### src/rtl/instr_sequencer.sv
// rtl/instr_sequencer.sv - multi-cycle instruction sequencer (IDLE/FETCH/EXEC/MEM/WB)
//
// Ports:
//   clk, rst_n            clock (rising edge), asynchronous active-low reset
//   run                   level: execute instructions back-to-back
//   step_req              rising edge requests one instruction while run=0
//   step_ack              one-cycle pulse in WB of a stepped instruction
//   ctl_RegWr/MemWr/MemToReg  control decoder outputs for the current instruction
//   pc_en                 one-cycle PC advance enable (WB)
//   reg_wr_en, mem_wr_en  gated register-file / data-memory write enables
//   phase                 current state (IDLE=0 FETCH=1 EXEC=2 MEM=3 WB=4)
//   inst_count            retired-instruction counter (wraps)
module instr_sequencer #(
   parameter int EXEC_WAIT = 2,
   parameter int MEM_WAIT  = 1,
   parameter int CNT_W     = 4
) (
   input  logic        clk,
   input  logic        rst_n,
   input  logic        run,
   input  logic        step_req,
   output logic        step_ack,
   input  logic        ctl_RegWr,
   input  logic        ctl_MemWr,
   input  logic        ctl_MemToReg,
   output logic        pc_en,
   output logic        reg_wr_en,
   output logic        mem_wr_en,
   output logic [2:0]  phase,
   output logic [31:0] inst_count
);

   localparam logic [2:0] S_IDLE  = 3'd0;
   localparam logic [2:0] S_FETCH = 3'd1;
   localparam logic [2:0] S_EXEC  = 3'd2;
   localparam logic [2:0] S_MEM   = 3'd3;
   localparam logic [2:0] S_WB    = 3'd4;

   localparam logic [CNT_W-1:0] EXEC_LOAD = CNT_W'(EXEC_WAIT);
   localparam logic [CNT_W-1:0] MEM_LOAD  = CNT_W'(MEM_WAIT);
   localparam logic [CNT_W-1:0] CNT_ONE   = CNT_W'(1);

   logic [2:0]       state_q, state_d;
   logic [CNT_W-1:0] cnt_q, cnt_d;
   logic             stepping_q, stepping_d;
   logic             step_pending_q, step_pending_d;
   logic             step_req_d;
   logic             step_consume;
   logic             step_rise;
   logic [31:0]      inst_count_q;

   assign step_rise = step_req & ~step_req_d;

   // An edge arriving in the same cycle a pending step is consumed is kept,
   // so no request is ever dropped.
   assign step_pending_d = (step_pending_q & ~step_consume) | step_rise;

   always_ff @(posedge clk or negedge rst_n) begin
      if (!rst_n) begin
         state_q        <= S_IDLE;
         cnt_q          <= '0;
         stepping_q     <= 1'b0;
         step_pending_q <= 1'b0;
         step_req_d     <= 1'b0;
         inst_count_q   <= '0;
      end else begin
         state_q        <= state_d;
         cnt_q          <= cnt_d;
         stepping_q     <= stepping_d;
         step_pending_q <= step_pending_d;
         step_req_d     <= step_req;
         if (state_q == S_WB) begin
            inst_count_q <= inst_count_q + 32'd1;
         end
      end
   end

   always_comb begin
      state_d      = state_q;
      cnt_d        = cnt_q;
      stepping_d   = stepping_q;
      step_consume = 1'b0;
      case (state_q)
         S_IDLE: begin
            if (run) begin
               state_d    = S_FETCH;
               stepping_d = 1'b0;
            end else if (step_pending_q) begin
               state_d      = S_FETCH;
               stepping_d   = 1'b1;
               step_consume = 1'b1;
            end
         end
         S_FETCH: begin
            state_d = S_EXEC;
            cnt_d   = EXEC_LOAD;
         end
         S_EXEC: begin
            if (cnt_q != '0) begin
               cnt_d = cnt_q - CNT_ONE;
            end else if (ctl_MemWr | ctl_MemToReg) begin
               state_d = S_MEM;
               cnt_d   = MEM_LOAD;
            end else begin
               state_d = S_WB;
            end
         end
         S_MEM: begin
            if (cnt_q != '0) begin
               cnt_d = cnt_q - CNT_ONE;
            end else begin
               state_d = S_WB;
            end
         end
         S_WB: begin
            // A stepped instruction always parks in IDLE, even if run rose meanwhile.
            state_d = (run && !stepping_q) ? S_FETCH : S_IDLE;
         end
         default: begin
            state_d = S_IDLE;
         end
      endcase
   end

   always_comb begin
      pc_en     = 1'b0;
      reg_wr_en = 1'b0;
      mem_wr_en = 1'b0;
      step_ack  = 1'b0;
      case (state_q)
         S_MEM: begin
            mem_wr_en = ctl_MemWr & (cnt_q == '0);
         end
         S_WB: begin
            pc_en     = 1'b1;
            reg_wr_en = ctl_RegWr;
            step_ack  = stepping_q;
         end
         default: begin
         end
      endcase
   end

   assign phase      = state_q;
   assign inst_count = inst_count_q;

endmodule

### config.mk
export PLATFORM = sky130hd
export DESIGN_NAME = instr_sequencer
export DESIGN_NICKNAME = d
export VERILOG_FILES = /design/src/rtl/instr_sequencer.sv
export SDC_FILE = /design/constraint.sdc
export NUM_CORES = 1
export LEC_CHECK = 0
export ABC_AREA = 1
export CAP_MARGIN = 10
export CORE_UTILIZATION = 35
export CTS_CLUSTER_SIZE = 14
export DETAILED_ROUTE_END_ITERATION = 6
export REMOVE_ABC_BUFFERS = 1
export SETUP_SLACK_MARGIN = 0.2
export SKIP_CTS_REPAIR_TIMING = 1
export SYNTH_ARGS = -nofsm -noshare
export SYNTH_HDL_FRONTEND = slang
export SYNTH_SLANG_ARGS = --single-unit
export TNS_END_PERCENT = 10
### constraint.sdc
create_clock -name clk -period 4.2 [get_ports clk]
set_input_delay 0.63 -clock clk [delete_from_list [all_inputs] [get_ports clk]]
set_output_delay 0.63 -clock clk [all_outputs]
set_load 0.05 [all_outputs]
== After elaboration in Yosys (flattened, before gate mapping) ==
Index checks and enable logic that the tools add are counted.
Operators by class
  add/subtract/negate cells: 2
  equal/unequal tests: 9
  muxes and demuxes: 20
  bitwise gates (word level): 7
  reductions and logical operators: 10
Operators with widths (number)
  adder 32 x 1 -> 32 bit (second input constant): 1
  2-to-1 mux 3 bit: 5
  one-hot mux 3 bit (5 select lines): 1
  2-to-1 mux 4 bit: 3
  one-hot mux 4 bit (3 select lines): 1
  2-to-1 mux 1 bit: 10
  == test 3 x 2 -> 1 bit (second input constant): 2
  inequality test 2 bit (second input constant): 3
  inequality test 3 bit (second input constant): 2
  AND reduction 3 bit: 2
  zero test 4 bit: 1
  nonzero test 4 bit: 1
  subtractor 4 x 1 -> 4 bit (second input constant): 1
  bitwise AND 1 bit: 3
  == test 3 x 1 -> 1 bit (second input constant): 1
  == test 3 bit (second input constant): 1
  zero test 3 bit: 1
  nonzero test 3 bit: 1
  NOT 1 bit: 2
  bitwise OR 1 bit: 2
  AND reduction 2 bit: 1
  nonzero test 2 bit: 1
  logical AND 1 bit: 1
  zero test 1 bit: 1
Storage, ports and cells
  bits in registers: 42
  output and inout port bits: 39

== Depth between registers and ports, before layout ==
  depth after elaboration: 6
  gate-level depth with buffers: 10
  gate-level depth less buffers: 10

== Worst setup path before layout ==
No wires, ideal clock.
  path type: register -> output
  start point: register state_q[1] (netlist: phase[1])
  end point: output port mem_wr_en
  arrival time: 1.809 ns
  data required time: 3.570 ns
  setup slack: 1.761 ns
  stages on the path, launching flop included: 5
  path buffers: 0
  cell sequence: dfrtp_1 > nand2_1 > nor2_1 > inv_1 > nor2_1
Between the ends
  word-level cells in the longest chain between the ends: 2
RTL lines
  start: declaration: RTL line 43  | logic [2:0] state_q, state_d;
  start signal: assignment: RTL line 67  | state_q <= state_d;
  == test 3 x 2 -> 1 bit: RTL line 130  | case (state_q)
  2-to-1 mux 1 bit: RTL line 130
  end: declaration: RTL line 28  | output logic mem_wr_en,
No other way between the ends.

== Final worst setup path ==
  start point: register cnt_q[0]
  end point: output port mem_wr_en
Between the ends
  word-level cells in the longest chain between the ends: 3
RTL lines
  start: declaration: RTL line 44  | logic [CNT_W-1:0] cnt_q, cnt_d;
  start signal: assignment: RTL line 68  | cnt_q <= cnt_d;
  zero test 4 bit: RTL line 132  | mem_wr_en = ctl_MemWr & (cnt_q == '0);
  bitwise AND 1 bit: RTL line 132
  2-to-1 mux 1 bit: RTL line 130
No other way between the ends.

==> results by group <==
Run status
  • Status: finished clean

Floorplan
  • Die width: between 80 and 90 um
  • IO Pins: 46
  • Die height: between 80 and 90 um
  • FP Rows: 29
  • Core Region: 6460 um2
  • Initial Utilization: roughly 37%
  • Full die area: 7160 um2

Synthesis
  • Async set-reset flop share out of synthesis: 100%
  • Synthesized cell area: 2390 um2
  • Post-Syn Instances: 311
  • Top-area cell type share of the netlist area: ~44%
  • Distinct cells, synth: 28
  • Synth top area cells: dfrtp_1 (44%), nand2_1 (15%), nor2_1 (6.3%)
  • Syn_area_per_cell: approximately 7.7 um2
  • Yosys warnings: 0
  • Yosys top cell by area: dfrtp_1
  • Synth Flop Type: dfrtp_1
  • Sequential area share after synthesis: 44.0%
  • Post-synth EDFFs: 0
  • Number of synthesized register bits: between 40 and 50

Critical path
  • Startpoint types: flip-flop
  • CP startpoint: cnt_q[0]
  • Reg2Reg Capture Point: cnt_q[1]
  • Worst r2r src: cnt_q[0]
  • Max FO, Critical Path: 6
  • R2R cell count: 7
  • Reg2Reg Setup Slack: approximately 2500 ps
  • Crit path required time: around 3600 ps
  • Endpoint class of the critical path: output pin
  • WP data arrival: roughly 2400 ps
  • Worst Setup EP: mem_wr_en
  • Kind of critical path: reg -> out

Finish
  • Nets: 372
  • # diodes: 0
  • Layout Area Growth over Synthesis: 27.3%
  • Finished Core Util: 47.0%
  • Layout cell share with drive strength beyond 1: 7.69%

GRT
  • GR Overflow Total: 0
  • Initial antenna violation count: 0
  • Global-route wire length before repair: 9350 um
  • Pin count of the biggest net entering global routing: 43
  • GRT Util Overall: 16.6%
  • Vias in the first global route: between 2000 and 2500

STA
  • Relative slew slack: a little under two fifths
  • Fin crit period: slightly above 3000 ps
  • Pin slew with the least headroom to its limit: 937 ps
  • Tcrit/Tclk final: between 70% and 80%
  • RSZ-0062 raised after global routing: no
  • # setup viols final: 0
  • Worst hold slack: 438 ps
  • Clock Skew: just over 7 ps
  • Final Hold Vio Count: 0
  • Final TNS setup: 0 ps
  • Slew Viols, Final: 0
  • Fmax: between 300 and 400 MHz
  • Crit path setup slack, layout: 1130 ps

Placed design
  • Port buffer count: 45
  • Setup WS pre-CTS: about 1500 ps
  • GP Congestion: about 0.84
  • Post-DP HPWL: about 4100 um

Routing
  • Initial DRC count: 86
  • Detailed Route WL: 5380 um
  • Routed vias: around 2100
  • DRC Markers: 0
  • Drt wl/cell: roughly 12 um
  • DR pass1 iterations: 6
  • Final antenna-violating net count: 0
  • Via/cell ratio: 4.76

CTS
  • CTS Buf Count: 5
  • Max clock buf depth: 2
  • Clock Sinks: 42
  • # H-tree levels: 2
  • Clk_lat worst skew: 290 ps
  • CTS tree: yes
  • Clock transition at path regs: about 80 ps
  • Root buffer cell: clkbuf_8

Worst hold path
  • Hold path cells: 1
  • HP Class: reg -> reg

Power and ir drop
  • Total power: 0.00137 W
  • Leak: ~1.4 nW
  • VDD IR max: between 0.3 and 0.4 mV
  • Power per cell area: between 400 and 500 nW/um2

Run
  • Max_cap viols: 0
## metrics by stage
stage                     instance area (um2)  instances
after floorplan                          2390        311
after global placement                   2930        433
after detailed placement                 2930        433
after CTS                                3040        441
after global routing                     3040        441
final                                    3040        441
## layout by cell type, fill, tap and decap left out, types with 9 or more instances in the layout
cell type	n
xnor2_1	9
clkdlybuf4s50_1	44
nor2_1	40
dfrtp_1	42
xor2_1	9
nand4_1	12
inv_1	37
nand3_1	18
nand2_1	97
## kinds of logic after synthesis
| kind of cell | count (synthesis) | share of synthesized area (%) |
|---|---|---|
| AO/OA/AOI/OAI | 17 | 4.40 |
| XOR/XNOR | 18 | 6.60 |
| adder cells (fa/ha/maj) | 2 | 1.05 |
| buffers and inverters | 38 | 6.18 |
| flip-flops | 42 | 44.0 |
| AND/OR/NAND/NOR | 194 | 37.7 |
## layer usage
layer | vias to the layer above | share of wire (%) | global-route usage [%]
li1 | 1090 | - | -
met1 | 958 | 45 | 21.2
met2 | 46 | 49 | 27.4
met3 | 4 | 5.1 | 4.82
met4 | 0 | 0.85 | 4.47
met5 | - | 0 | 0
## cell usage after synthesis (2+ instances only)
master,n
nand2_1,97
dfrtp_1,42
nor2_1,40
inv_1,37
nand3_1,18
nand4_1,12
xnor2_1,9
xor2_1,9
nand3b_1,5
nor2_2,5
nor2_4,5
o21ai_0,5
nor3_1,4
nand2_2,3
o21bai_1,3
o22ai_1,3
a21oi_1,2
ha_1,2
## state kept, by name, indices dropped and copies added, names as in the netlist
signal	cells
inst_count	32
phase	3
step_req_d	1
stepping_q	1
step_pending_q	1
cnt_q	4
## layout make-up
class	instances	area [um2]
clock buffer	5	68.8
clock inverter	3	40.0
fill	653	3420
inverter	38	148
multi-input combinational	231	1190
sequential	42	1050
tap	77	96.3
timing repair buffer	45	445
## worst max-delay path, stage by stage, from the launching register on
cell and delay (ps):
dfrtp_1 380, inv_1 110, ha_1 220, nand2_1 70
nor2_1 360, nand2_1 90, nor2_1 100, clkdlybuf4s50_1 800
## report_power, final
part	switching (W)	internal (W)
Clock	0.000142	0.000175
Sequential	0.0000631	0.000462
Combinational	0.000359	0.000173
## worst min path at each step
| stage | start | to | slack (ps) |
|---|---|---|---|
| detailed placement | step_req_d | step_pending_q | 430 |
| CTS | step_req_d | step_pending_q | 440 |
| global placement | step_req_d | step_pending_q | 410 |
| global route | step_req_d | step_pending_q | 470 |
| floorplan | rst_n | cnt_q[0] | 330 |
| finish | step_req_d | step_pending_q | 440 |
No activity file was read; power rests on OpenSTA's default activity.
